[src/rtl/mux_sel_ctrl_if.sv]
// Select-control bundle between the push-button/auto-toggle controller and
// whatever drives or observes it. The controller sits on the slave side.
interface mux_sel_ctrl_if;
    logic       btn;
    logic       auto_en;
    logic       s;
    logic       press;
    logic [7:0] sel_changes;

    modport master (
        output btn,
        output auto_en,
        input  s,
        input  press,
        input  sel_changes
    );

    modport slave (
        input  btn,
        input  auto_en,
        output s,
        output press,
        output sel_changes
    );
endinterface

[src/rtl/mux_sel_ctrl.sv]
// Mux select generator: synchronises and debounces a raw push-button, toggles
// the registered select `s` on each clean press and, when auto mode is on,
// every AUTO_PERIOD cycles. A wrapping 8-bit count of select changes is kept
// for display/debug. Every output is a flop; no input reaches an output
// combinationally.
module mux_sel_ctrl #(
    parameter int DEBOUNCE_CYCLES = 16,
    parameter int AUTO_PERIOD     = 100
) (
    input  logic          clk,
    input  logic          rst,
    mux_sel_ctrl_if.slave bus
);

    localparam int DB_W = $clog2(DEBOUNCE_CYCLES);
    localparam int AU_W = $clog2(AUTO_PERIOD);
    localparam logic [DB_W-1:0] DB_LAST = DB_W'(DEBOUNCE_CYCLES - 1);
    localparam logic [AU_W-1:0] AU_LAST = AU_W'(AUTO_PERIOD - 1);

    logic            btn_meta;
    logic            btn_sync;
    logic            btn_db;
    logic            btn_db_d;
    logic [DB_W-1:0] db_cnt;
    logic [AU_W-1:0] auto_cnt;
    logic            s_q;
    logic            press_q;
    logic [7:0]      sel_cnt;

    logic db_rise;
    logic auto_wrap;
    logic toggle;

    // A press is the first cycle the debounced level is seen high after being
    // low; a press and an auto wrap in the same cycle merge into one toggle.
    assign db_rise   = btn_db & ~btn_db_d;
    assign auto_wrap = bus.auto_en && (auto_cnt == AU_LAST);
    assign toggle    = db_rise | auto_wrap;

    // Two-flop synchroniser for the asynchronous button.
    always_ff @(posedge clk) begin
        if (rst) begin
            btn_meta <= 1'b0;
            btn_sync <= 1'b0;
        end else begin
            btn_meta <= bus.btn;
            btn_sync <= btn_meta;
        end
    end

    // Debounce: a new level must hold DEBOUNCE_CYCLES consecutive cycles;
    // any return to the accepted level restarts the count.
    always_ff @(posedge clk) begin
        if (rst) begin
            db_cnt   <= '0;
            btn_db   <= 1'b0;
            btn_db_d <= 1'b0;
        end else begin
            btn_db_d <= btn_db;
            if (btn_sync == btn_db) begin
                db_cnt <= '0;
            end else if (db_cnt == DB_LAST) begin
                btn_db <= btn_sync;
                db_cnt <= '0;
            end else begin
                db_cnt <= db_cnt + DB_W'(1);
            end
        end
    end

    // Auto-toggle period counter; a press restarts the period so the next
    // automatic toggle is always a full period after the last change.
    always_ff @(posedge clk) begin
        if (rst) begin
            auto_cnt <= '0;
        end else if (!bus.auto_en || db_rise || auto_cnt == AU_LAST) begin
            auto_cnt <= '0;
        end else begin
            auto_cnt <= auto_cnt + AU_W'(1);
        end
    end

    // Registered select, press pulse and change counter.
    always_ff @(posedge clk) begin
        if (rst) begin
            s_q     <= 1'b0;
            press_q <= 1'b0;
            sel_cnt <= 8'd0;
        end else begin
            press_q <= db_rise;
            if (toggle) begin
                s_q     <= ~s_q;
                sel_cnt <= sel_cnt + 8'd1;
            end
        end
    end

    assign bus.s           = s_q;
    assign bus.press       = press_q;
    assign bus.sel_changes = sel_cnt;

endmodule

[src/flat_wrapper.sv]
// flat-port wrapper written by rule: the top's interface ports become plain ports
module mux_sel_ctrl_flat 
#(
    parameter int DEBOUNCE_CYCLES = 16,
    parameter int AUTO_PERIOD     = 100
)
  (clk, rst, bus_btn, bus_auto_en, bus_s, bus_press, bus_sel_changes);
  mux_sel_ctrl_if bus_i ();
  input  logic clk;
  input  logic rst;
  input wire logic [$bits(bus_i.btn)-1:0] bus_btn;
  input wire logic [$bits(bus_i.auto_en)-1:0] bus_auto_en;
  output wire logic [$bits(bus_i.s)-1:0] bus_s;
  output wire logic [$bits(bus_i.press)-1:0] bus_press;
  output wire logic [$bits(bus_i.sel_changes)-1:0] bus_sel_changes;
  assign bus_i.btn = bus_btn;
  assign bus_i.auto_en = bus_auto_en;
  assign bus_s = bus_i.s;
  assign bus_press = bus_i.press;
  assign bus_sel_changes = bus_i.sel_changes;
  mux_sel_ctrl #(.DEBOUNCE_CYCLES(DEBOUNCE_CYCLES), .AUTO_PERIOD(AUTO_PERIOD)) u_core (.clk(clk), .rst(rst), .bus(bus_i));
endmodule
[config.mk]
export PLATFORM = sky130hd
export DESIGN_NAME = mux_sel_ctrl_flat
export DESIGN_NICKNAME = d
export VERILOG_FILES = /design/src/rtl/mux_sel_ctrl_if.sv /design/src/rtl/mux_sel_ctrl.sv /design/src/flat_wrapper.sv
export SDC_FILE = /design/constraint.sdc
export NUM_CORES = 1
export LEC_CHECK = 0
export ABC_AREA = 1
export ABC_CLOCK_PERIOD_IN_PS = 1200
export CAP_MARGIN = 0
export CELL_PAD_IN_SITES_DETAIL_PLACEMENT = 0
export CELL_PAD_IN_SITES_GLOBAL_PLACEMENT = 1
export CORE_ASPECT_RATIO = 1.1
export CORE_MARGIN = 10
export CORE_UTILIZATION = 35
export DETAILED_ROUTE_END_ITERATION = 8
export PLACE_DENSITY_LB_ADDON = 0.1
export SLEW_MARGIN = 5
export SYNTH_ARGS = -nofsm -noshare
export SYNTH_HDL_FRONTEND = slang
export SYNTH_SLANG_ARGS = --single-unit
[constraint.sdc]
create_clock -name clk -period 1.2 [get_ports clk]
set_input_delay 0.36 -clock clk [delete_from_list [all_inputs] [get_ports clk]]
set_output_delay 0.36 -clock clk [all_outputs]
set_load 0.005 [all_outputs]
==> flow_metrics.py <==
metrics = {
    "power_and_ir_drop": {
        "ir_drop_v": 0.000540,
        "power_uw": 1270,
        "p_leak_uw": 0.000786,
        "powerDensity_nw_per_um2": 777,
    },
    "grt": {
        "grt_pass1_vias": 1021,
        "grt_max_degree": 16,
        "antenna_found_initial": 0,
        "grt.overflow.total": 0,
        "grt_util_all_layers": 0.0831,
        "grt_pass1_wl_um": 4110,
    },
    "timing": {
        "min_period_over_period": 1.04,
        "final.setup.worst_slack_ns": -0.0472,
        "fin_skew_ns": 0.00543,
        "setup_viol": 8,
        "hold_violations": 0,
        "max_freq_mhz": 802,
        "period_minus_slack_ns": 1.25,
        "fin_setup_tns_ns": -0.112,
        "maxSlewViolCount": 0,
        "slew-limit-headroom": 0.825,
        "rsz0062_at_grt": "yes",
        "tightest_slew_ns": 0.261,
    },
    "synth": {
        "synth_area_um2": 1170,
        "ys_async_sr_fraction": 0,
        "synth_flop_cell": "dfxtp_1",
        "syn_avg_cell_area_um2": 7.40,
        "synth_seq_area_share": 0.428,
        "syn_nets": 165,
        "synth_edf_count": 0,
        "synth_seq_cells": 25,
        "ys_types": 21,
        "yosys_warnings": 0,
        "synthCells": 158,
    },
    "setup_path": {
        "cpPeakStageDelay_ns": 0.37,
        "critPathSlowestCell": "dfxtp_2",
        "start_kind": "flop",
        "path_delay_family": "simple AND/OR/NAND/NOR gates",
        "critPathBufInv": 1,
        "path_cells": "ha_4 > nand2_4 > nor2_4 > nand3_4 > clkbuf_16 > nand3_2 > nand2_1 > nor2_1",
        "worstPathArrival_ns": 1.50,
        "cp_data_required_time_ns": 1.45,
        "worstSetupPathType": "reg -> reg",
        "cp-end-kind": "flop",
        "critPathMaxFanout": 7,
    },
    "finish": {
        "final_cell_area_um2": 1630,
        "n_antenna_cell": 0,
        "nets": 203,
        "drive_gt1_frac": 0.415,
        "fill_cells": 328,
        "synthToLayoutAreaGrowth_pct": 39.5,
        "register_area_um2": 515,
        "multi_input_area_um2": 673,
        "fin_util": 0.521,
    },
    "flow_run": {
        "maxCapViolations": 0,
    },
    "route": {
        "num_vias": 1040,
        "drt_iter0_markers": 53,
        "dr.pass1.iters": 4,
        "drc_errors": 0,
        "wirelength_um": 2460,
        "avgRoutedWirePerCell_um": 10.8,
        "via_per_inst": 4.54,
        "ant_nets": 0,
    },
    "floorplan": {
        "io_pins": 14,
        "die_x_um": 75.1,
        "core_area_um2": 3130,
        "die_h_um": 80.6,
        "num_rows": 21,
        "initial_core_util": 0.374,
        "die_area_um2": 6050,
    },
    "outcome": {
        "outcome": "finished, violations left",
        "violations": "setup timing",
    },
    "clock_network": {
        "clockRootBuffer": "clkbuf_4",
        "cts_tree": "done",
        "insertion_delay_ns": 0.31,
        "clock_path_buffers": 2,
        "cts_sinks": 25,
        "clk_pin_slew_ns": 0.13,
        "h-tree-depth": 1,
        "tritoncts.num_buffers": 3,
    },
    "place": {
        "place_hpwl_um": 1760,
        "placement.io_buffers": 13,
        "gp_congestion": 0.741,
        "place_area_um2": 1470,
    },
    "min_path": {
        "hold_class": "reg -> reg",
    },
}
==> through the flow <==
stage | instances | worst slack [ns] | hold slack (ns)
after floorplan | 158 | -0.0110 | 0.388
after global placement | 218 | -0.290 | 0.391
after detailed placement | 218 | -0.323 | 0.399
after CTS | 224 | -0.0361 | 0.418
after global routing | 229 | -0.125 | 0.447
final | 229 | -0.0472 | 0.414
==> cell type report <==
cell class | instances | share of cell area
multi-input combinational | 109 | 0.413
inverter | 20 | 0.0460
sequential | 25 | 0.316
clock buffer | 3 | 0.0138
timing repair buffer | 37 | 0.182
clock inverter | 1 | 0.00307
tap | 34 | 0.0261
==> final timing paths <==
check / startpoint / to / slack, ns / cells after the start
max: u_core.auto_cnt[0] / u_core.bus.sel_changes[2] / -0.05 / 8
min reg2reg: u_core.btn_meta / u_core.btn_sync / 0.41 / 2
min: u_core.btn_meta / u_core.btn_sync / 0.41 / 2
max reg2reg: u_core.auto_cnt[0] / u_core.bus.sel_changes[2] / -0.05 / 8
==> state kept, by name, summed over array words and instances, names as in the netlist <==
register,count
u_core.bus.sel_changes,8
u_core.auto_cnt,7
u_core.db_cnt,4
u_core.btn_db,1
u_core.btn_db_d,1
u_core.btn_meta,1
u_core.btn_sync,1
u_core.bus.press,1
u_core.bus.s,1
==> repair_timing <==
action,CTS,global route
cloned,0,1
setup buffers,2,4
pin swaps,1,11
endpoints found under the hold margin,0,0
gates resized for setup,53,23
hold buffers,0,0
endpoints found under the setup margin,19,17
==> placed cells by master, fill, tap and decap left out, types with 7 or more instances in the layout <==
master	n
a21oi_2	8
buf_2	10
buf_4	21
dfxtp_1	13
dfxtp_2	12
inv_1	17
nand2_1	30
nand3_1	7
nand3_2	7
nor2_1	28
==> routing by layer <==
metal	global-route usage	up-vias	part of all wire
met5	0	-	0
met4	0.0398	0	0.015
met3	0.0197	4	0.045
met2	0.142	11	0.51
met1	0.0930	459	0.43
li1	-	566	-
==> synth_stat cells, types with 2 or more instances <==
master   number  area [µm²]
or2_2         2        12.5
nand3_1      12        60.1
xor2_1        5        43.8
nand3_2       4        40.0
o21ai_0       4        20.0
ha_1          3        37.5
nor3_1        2        10.0
a21oi_1      10        50.1
nand2_1      32         120
nor2_1       30         113
inv_1        19        71.3
dfxtp_1      25         500
buf_6         2        22.5
==> report_power, final <==
| part | switching, µW | internal (µW) | leakage, µW |
|---|---|---|---|
| clock | 242 | 125 | 0.0000177 |
| sequential | 5.04 | 837 | 0.000208 |
| combinational | 26.0 | 30.7 | 0.000561 |
| total | 273 | 993 | 0.000786 |
==> worst register-to-register path, delay by kind of cell (launching register included) <==
kind | cells | cell delay, ns
DFF | 1 | 0.37
adders and majority gates | 1 | 0.15
buffers and inverters | 1 | 0.19
and+or+nand+nor | 6 | 0.47
==> logic make-up after synthesis <==
logic type | Yosys count | share of synthesized area
AOI/OAI and AO/OA | 14 | 0.0600
xor gates and xnor gates | 6 | 0.0450
and+or+nand+nor | 86 | 0.327
adders and majority gates | 3 | 0.0321
buffers and inverters | 24 | 0.108
DFF | 25 | 0.428
Power figures use the tool's default switching activity.
